### config.mk
export PLATFORM = sky130hd
export DESIGN_NAME = compressed_pair_fetcher
export DESIGN_NICKNAME = d
export VERILOG_FILES = /design/src/rtl/compressed_pair_fetcher.sv
export SDC_FILE = /design/constraint.sdc
export NUM_CORES = 1
export LEC_CHECK = 0
export BUFFER_PORTS_ARGS = -buffer_cell sky130_fd_sc_hd__buf_2
export CORE_ASPECT_RATIO = 1.1
export CORE_MARGIN = 2
export CORE_UTILIZATION = 45
export DETAILED_ROUTE_END_ITERATION = 7
export PLACE_DENSITY = 0.73
export SKIP_LAST_GASP = 1
export SYNTH_ARGS = -nofsm -noshare
export SYNTH_HDL_FRONTEND = slang
export SYNTH_SLANG_ARGS = --single-unit
### constraint.sdc
create_clock -name clk -period 2.6 [get_ports clk]
set_input_delay 0.52 -clock clk [delete_from_list [all_inputs] [get_ports clk]]
set_output_delay 0.52 -clock clk [all_outputs]
set_load 0.02 [all_outputs]
### src/rtl/compressed_pair_fetcher.sv
// Feeder for decompress_handler: fetches (in1, in2) run pairs from byte RAM,
// hands each pair to the handler and chains the handler's updated indices.
module compressed_pair_fetcher #(
  parameter int ADDR_W  = 16,
  parameter int CNT_W   = 16,
  parameter int TIMEOUT = 1024
) (
  input  logic              clk,
  input  logic              RST,
  input  logic              start,
  input  logic [ADDR_W-1:0] srcBase,
  input  logic [CNT_W-1:0]  pairCount,
  input  logic [31:0]       dstByteStart,
  input  logic [2:0]        dstBitStart,
  output logic [ADDR_W-1:0] ramAddress,
  output logic              ramReadSignal,
  input  logic [7:0]        ramDataIn,
  output logic [7:0]        in1,
  output logic [7:0]        in2,
  output logic [31:0]       byteIndx,
  output logic [2:0]        bitIndx,
  output logic              work,
  output logic              working,
  input  logic              handlerDone,
  input  logic [31:0]       newByteIndx,
  input  logic [2:0]        newBitIndx,
  output logic              busy,
  output logic              finished,
  output logic              error
);

  localparam int TW = $clog2(TIMEOUT + 1);

  typedef enum logic [2:0] {
    IDLE, FETCH_A, FETCH_B, LATCH_B, ISSUE, WAIT_DONE, ADVANCE, FIN
  } state_t;

  state_t            state, nxt;
  logic [ADDR_W-1:0] ptr;
  logic [CNT_W-1:0]  cnt;
  logic [TW-1:0]     tcnt;
  logic              prev_done;
  logic              invoked;
  logic              done_edge;
  logic              zero_pair;
  logic              tmo;

  // Only a fresh rising edge counts; a level left over from the prior pair is stale.
  assign done_edge = handlerDone & ~prev_done;
  assign zero_pair = ({1'b0, in1[6:0]} + {1'b0, ramDataIn[6:0]}) == 8'd0;
  assign tmo       = (tcnt == TW'(TIMEOUT - 1));

  always_comb begin
    nxt           = state;
    ramAddress    = '0;
    ramReadSignal = 1'b0;
    work          = 1'b0;
    working       = 1'b0;
    finished      = 1'b0;
    busy          = (state != IDLE);
    case (state)
      IDLE:    if (start) nxt = (pairCount == '0) ? FIN : FETCH_A;
      FETCH_A: begin
        ramAddress    = ptr;
        ramReadSignal = 1'b1;
        nxt           = FETCH_B;
      end
      FETCH_B: begin
        ramAddress    = ptr + ADDR_W'(1);
        ramReadSignal = 1'b1;
        nxt           = LATCH_B;
      end
      LATCH_B: nxt = zero_pair ? ADVANCE : ISSUE;
      ISSUE: begin
        work    = 1'b1;
        working = 1'b1;
        nxt     = WAIT_DONE;
      end
      WAIT_DONE: begin
        work    = 1'b1;
        working = 1'b1;
        if (done_edge) nxt = ADVANCE;
        else if (tmo)  nxt = FIN;
      end
      ADVANCE: nxt = (cnt == CNT_W'(1)) ? FIN : FETCH_A;
      FIN: begin
        finished = 1'b1;
        nxt      = IDLE;
      end
      default: nxt = IDLE;
    endcase
  end

  always_ff @(posedge clk or negedge RST) begin
    if (!RST) begin
      state     <= IDLE;
      ptr       <= '0;
      cnt       <= '0;
      tcnt      <= '0;
      prev_done <= 1'b0;
      invoked   <= 1'b0;
      in1       <= '0;
      in2       <= '0;
      byteIndx  <= '0;
      bitIndx   <= '0;
      error     <= 1'b0;
    end else begin
      state <= nxt;
      case (state)
        IDLE: if (start) begin
          ptr      <= srcBase;
          cnt      <= pairCount;
          byteIndx <= dstByteStart;
          bitIndx  <= dstBitStart;
          error    <= 1'b0;
        end
        FETCH_B: in1 <= ramDataIn;
        LATCH_B: begin
          in2     <= ramDataIn;
          invoked <= ~zero_pair;
        end
        ISSUE: begin
          prev_done <= handlerDone;
          tcnt      <= '0;
        end
        WAIT_DONE: begin
          prev_done <= handlerDone;
          if (!done_edge) begin
            if (tmo) error <= 1'b1;
            else     tcnt  <= tcnt + TW'(1);
          end
        end
        ADVANCE: begin
          if (invoked) begin
            byteIndx <= newByteIndx;
            bitIndx  <= newBitIndx;
          end
          ptr <= ptr + ADDR_W'(2);
          cnt <= cnt - CNT_W'(1);
        end
        default: ;
      endcase
    end
  end

endmodule

; After elaboration in Yosys (flattened, before gate mapping)
; Cells that the tools add are included.
[totals]
register_bits = 100
input_bits = 114
out_inout_bits = 73
wordCells = 76
[classes]
addsub = 5
eq_ne = 15
muxes = 28
n_bitwise = 3
reduce_logical = 14
[op_table]
columns = op, n
row1 = 16-bit one-hot mux with 2 select lines, 3
row2 = 32-bit 2-to-1 mux, 2
row3 = 32-bit one-hot mux with 2 select lines, 1
row4 = 16-bit 2-to-1 mux, 2
row5 = 3-bit one-hot mux with 8 select lines, 1
row6 = 11-bit 2-to-1 mux, 2
row7 = 11-bit one-hot mux with 2 select lines, 1
row8 = 3-bit 2-to-1 mux, 7
row9 = "16-bit by 1-bit adder with 16-bit output, second input constant", 1
row10 = "16-bit by 2-bit adder with 16-bit output, second input constant", 1
row11 = "16-bit by 1-bit equality test with 1-bit output, second input constant", 1
row12 = 16-bit logical NOT, 1
row13 = "16-bit by 1-bit subtractor with 16-bit output, second input constant", 1
row14 = "3-bit equality test, second input constant", 4
row15 = "11-bit by 1-bit adder with 11-bit output, second input constant", 1
row16 = "11-bit by 10-bit equality test with 1-bit output, second input constant", 1
row17 = "2-bit inequality test, second input constant", 5
row18 = 7-bit by 7-bit adder with 8-bit output, 1
row19 = 8-bit logical NOT, 1
row20 = "3-bit by 2-bit equality test with 1-bit output, second input constant", 2
row21 = 1-bit 2-to-1 mux, 6
row22 = 3-bit one-hot mux with 2 select lines, 1
row23 = 3-bit AND reduction, 2
row24 = 2-bit nonzero test, 3
row25 = other kinds (11), 14

; Longest topological paths before layout
[logic_depth]
word_depth = 4
depth_mapped = 7
depth_no_buf = 5

; Worst setup path before layout
; No wires, ideal clock.
[synth_timing]
kind = register to output
start = register ptr[2]
end = output ramAddress[13]
arrival_time_ns = 1.886
t_required_ns = 2.080
slack_ns = 0.194
stages_incl_launch_ff = 7
path_buffers = 1
path_cell_list = dfrtp_1 -> ha_1 -> and4_1 -> clkbuf_1 -> and4_1 -> a41oi_1 -> a31oi_1
[synth_between]
elab_chain_cells = 2
[synth_rtl]
columns = item, line_no
row1 = start: declaration, 39  ; logic [ADDR_W-1:0] ptr;
row2 = start signal: assignment, 111  ; ptr <= srcBase;
row3 = start signal: assignment, 138  ; ptr <= ptr + ADDR_W'(2);
row4 = 16-bit by 1-bit adder with 16-bit output, 69  ; ramAddress = ptr + ADDR_W'(1);
row5 = 16-bit one-hot mux with 2 select lines, 61  ; case (state)
row6 = end: declaration, 15  ; output logic [ADDR_W-1:0] ramAddress,
; Every way passes these cells.

; Worst setup path after layout
[layout_timing]
start = register ptr[5]
end = output ramAddress[14]
; Same word-level chain as after synthesis.

==> results.md <==
* GR Overflow Total at 0
* Dpl ws at 0.144 ns
* Max-Cap Viols at 0
* ANT cells at 0
* WL/cell at 16.5 um
* Worst hold-check path type: in -> async
* Routed vias/inst at ~5.8
* Share of layout cells above drive strength 1 at about a third
* FF-to-FF path depth at 5
* Post-DP HPWL at between 10000 and 15000 um
* Critical path arrival at a little over 2 ns
* Setup TNS at 0 ns
* Layout filler cell count at 1080
* PnR worst setup slack at between 0.03 and 0.04 ns
* Synth top area share at around 45%
* Syn Nets at 742
* DR iter-0 viols at 397
* Die footprint at 13400 um2
* DRT Pass-1 Iters at 7
* Placed cells at 932
* Post-synth ARST share at 100%
* WP data required at 2.08 ns
* IO Port Bufs at 186
* Final setup fails at 0
* Die width at 110 um
* Clock skew at 0.00796 ns
* GRT Total Usage at 24.4%
* Layout Cells excl Fill at 958
* First-pass GRT wire length at 25400 um
* Initial antenna violation count at 0
* Final hold vios at 0
* Hold_buf cts at 0
* Residual DRC at 0
* Yosys top cell by area: dfrtp_1
* Fin crit share at 98.5%
* Area growth syn-to-layout at 28.5%
* Root buffer cell: clkbuf_16
* Busiest grt layer: met2
* Critical Path Fanout Max at 8
* Unrepaired setup endpoints after global routing: true
* Worst Tran Pin Value at 0.648 ns
* Number of synthesized register bits at 100
* WS Path Type: reg -> out
* Skew-Pair Late Insertion Delay at around 0.35 ns
* CTS tree: yes
* GP Congestion at 0.846
* WHS at approximately 0.14 ns
* Top post-synthesis cells by area: dfrtp_1, nand2_1, mux2i_1
* EDFF count, synth at 0
* Lkg Pwr at 3.34 nW
* Synth warn at 0
* Number of H-tree levels at 3
* Placement Rows at 42
* Final wirelength at 15800 um
* Synth Area per Inst at ~9.1 um2
* GR met2 Demand/Resource at 40.3%
* Sequential share of the synthesized area at between 40% and 50%
* Critical Path Source Type: flip-flop
* Post-synth top cells: nand2_1, dfrtp_1, o21ai_0, nor2_1, mux2i_1
* Core ar. at 12100 um2
* Max Clock Freq at between 0.3 and 0.4 GHz
* Peak supply drop at around 0.00056 V
* DRT antenna net count at 0
* Yosys cell types at 62
* Mapped Cells at 615
* Slew Limit Fails at 0
* Clock net sink count at 100
* GRT met1 Usage at 29.6%
* Relative slew slack at 56.6%
* Vias in the first global route at ~5400
* # IOs at roughly 190
* Most used DFF post-synth: dfrtp_1
* Initial Util at 46.3%
* Largest net degree at the start of global routing at slightly above 70
* CTS Buf Count at 9
* Height of the die at roughly 120 um
* CP Capture Type: output port
* Worst-case clock buffer depth at 2
* PwrDens at roughly 1200 nW/um2
* Most common cell in the synthesized netlist: nand2_1
* Clk slew on worst S/H paths at 0.07 ns
* # nets final at 926
* Mapped Area at 5600 um2
* Status: complete, no violations
* Vias at 5535
* Grt met3 use at 5.53%
* Final Critical Period at about 2.6 ns
[worst max-delay path, stage by stage, from the launching register on]
cell     delay (ns)
dfrtp_1        0.46
nand3_1        0.18
or2_4          0.28
o311a_1        0.34
a211o_1        0.28
buf_2          0.16
[power by group]
part | switching, mW | internal, mW
sequential | 0.659 | 2.28
combinational | 2.61 | 1.63
clock | 0.591 | 0.869
total | 3.86 | 4.78
[through the flow]
| stage | util, % | power (mW) | instance area, um2 |
|---|---|---|---|
| 2_1_floorplan | - | 5.56 | 5600 |
| 3_3_place_gp | 55.7 | 6.82 | 6730 |
| 3_5_place_dp | 55.7 | 6.99 | 6730 |
| 4_1_cts | 58.8 | 8.55 | 7110 |
| 5_1_grt | 59.5 | 9.29 | 7190 |
| 6_report | 59.5 | 8.64 | 7190 |
[logic make-up after synthesis]
| kind of cell | Yosys count | share of synthesized area, % |
|---|---|---|
| DFF | 100 | 44.7 |
| buffers and inverters | 49 | 3.64 |
| muxes | 47 | 8.60 |
| adders and majority gates | 13 | 3.04 |
| xor gates and xnor gates | 1 | 0.156 |
| and+or+nand+nor | 248 | 21.8 |
| AOI/OAI and AO/OA | 157 | 18.1 |
[layer usage]
layer / up-vias / wire, um
li1: 2652 / -
met1: 2594 / 6400
met2: 252 / 7680
met3: 37 / 1200
met4: 0 / 489
met5: - / 0
[layout make-up]
cell class	instances	area [um2]	share of cell area (%)
Clock buffer	12	246	3.43
Clock inverter	4	72.6	1.01
Inverter	5	22.5	0.313
Multi-Input combinational cell	466	2970	41.2
Sequential cell	100	2510	34.9
Tap cell	154	193	2.68
Timing Repair Buffer	217	1180	16.5
[sequential cells by signal, indices dropped and copies added, names as in the netlist]
register   flops
in1            8
error          1
prev_done      1
byteIndx      32
tcnt          11
bitIndx        3
in2            8
cnt           16
ptr           16
state          3
invoked        1
[final timing paths]
check	start	endpoint	slack [ns]
max in group asynchronous	RST	byteIndx[8]	1.85
min in group clk	ramDataIn[7]	in1[7]	0.38
max	ptr[5]	ramAddress[14]	0.04
min	RST	tcnt[7]	0.14
min reg2reg	byteIndx[13]	byteIndx[13]	0.48
max reg2reg	state[0]	ptr[8]	0.45
[cells in the final DEF, fill, tap and decap left out, types with 9 or more instances in the layout]
| cell | instances |
|---|---|
| nand4_1 | 14 |
| ha_1 | 10 |
| a31oi_1 | 12 |
| a21oi_1 | 19 |
| mux2_2 | 9 |
| dfrtp_1 | 95 |
| and3_1 | 9 |
| clkbuf_16 | 9 |
| a311oi_1 | 9 |
| mux2i_1 | 38 |
| nor3_1 | 9 |
| nor4_1 | 12 |
| nand3_1 | 17 |
| nand2_1 | 105 |
| nor2_1 | 40 |
| o21ai_0 | 65 |
| buf_4 | 31 |
| buf_2 | 184 |
[timing repair]
item,4_1_cts,5_1_grt
cloned,0,0
hold endpoints to repair,0,0
pin swaps,2,1
setup buffers,3,7
endpoints found under the setup margin,4,7
resized for setup,8,12
Power figures use the tool's default switching activity.
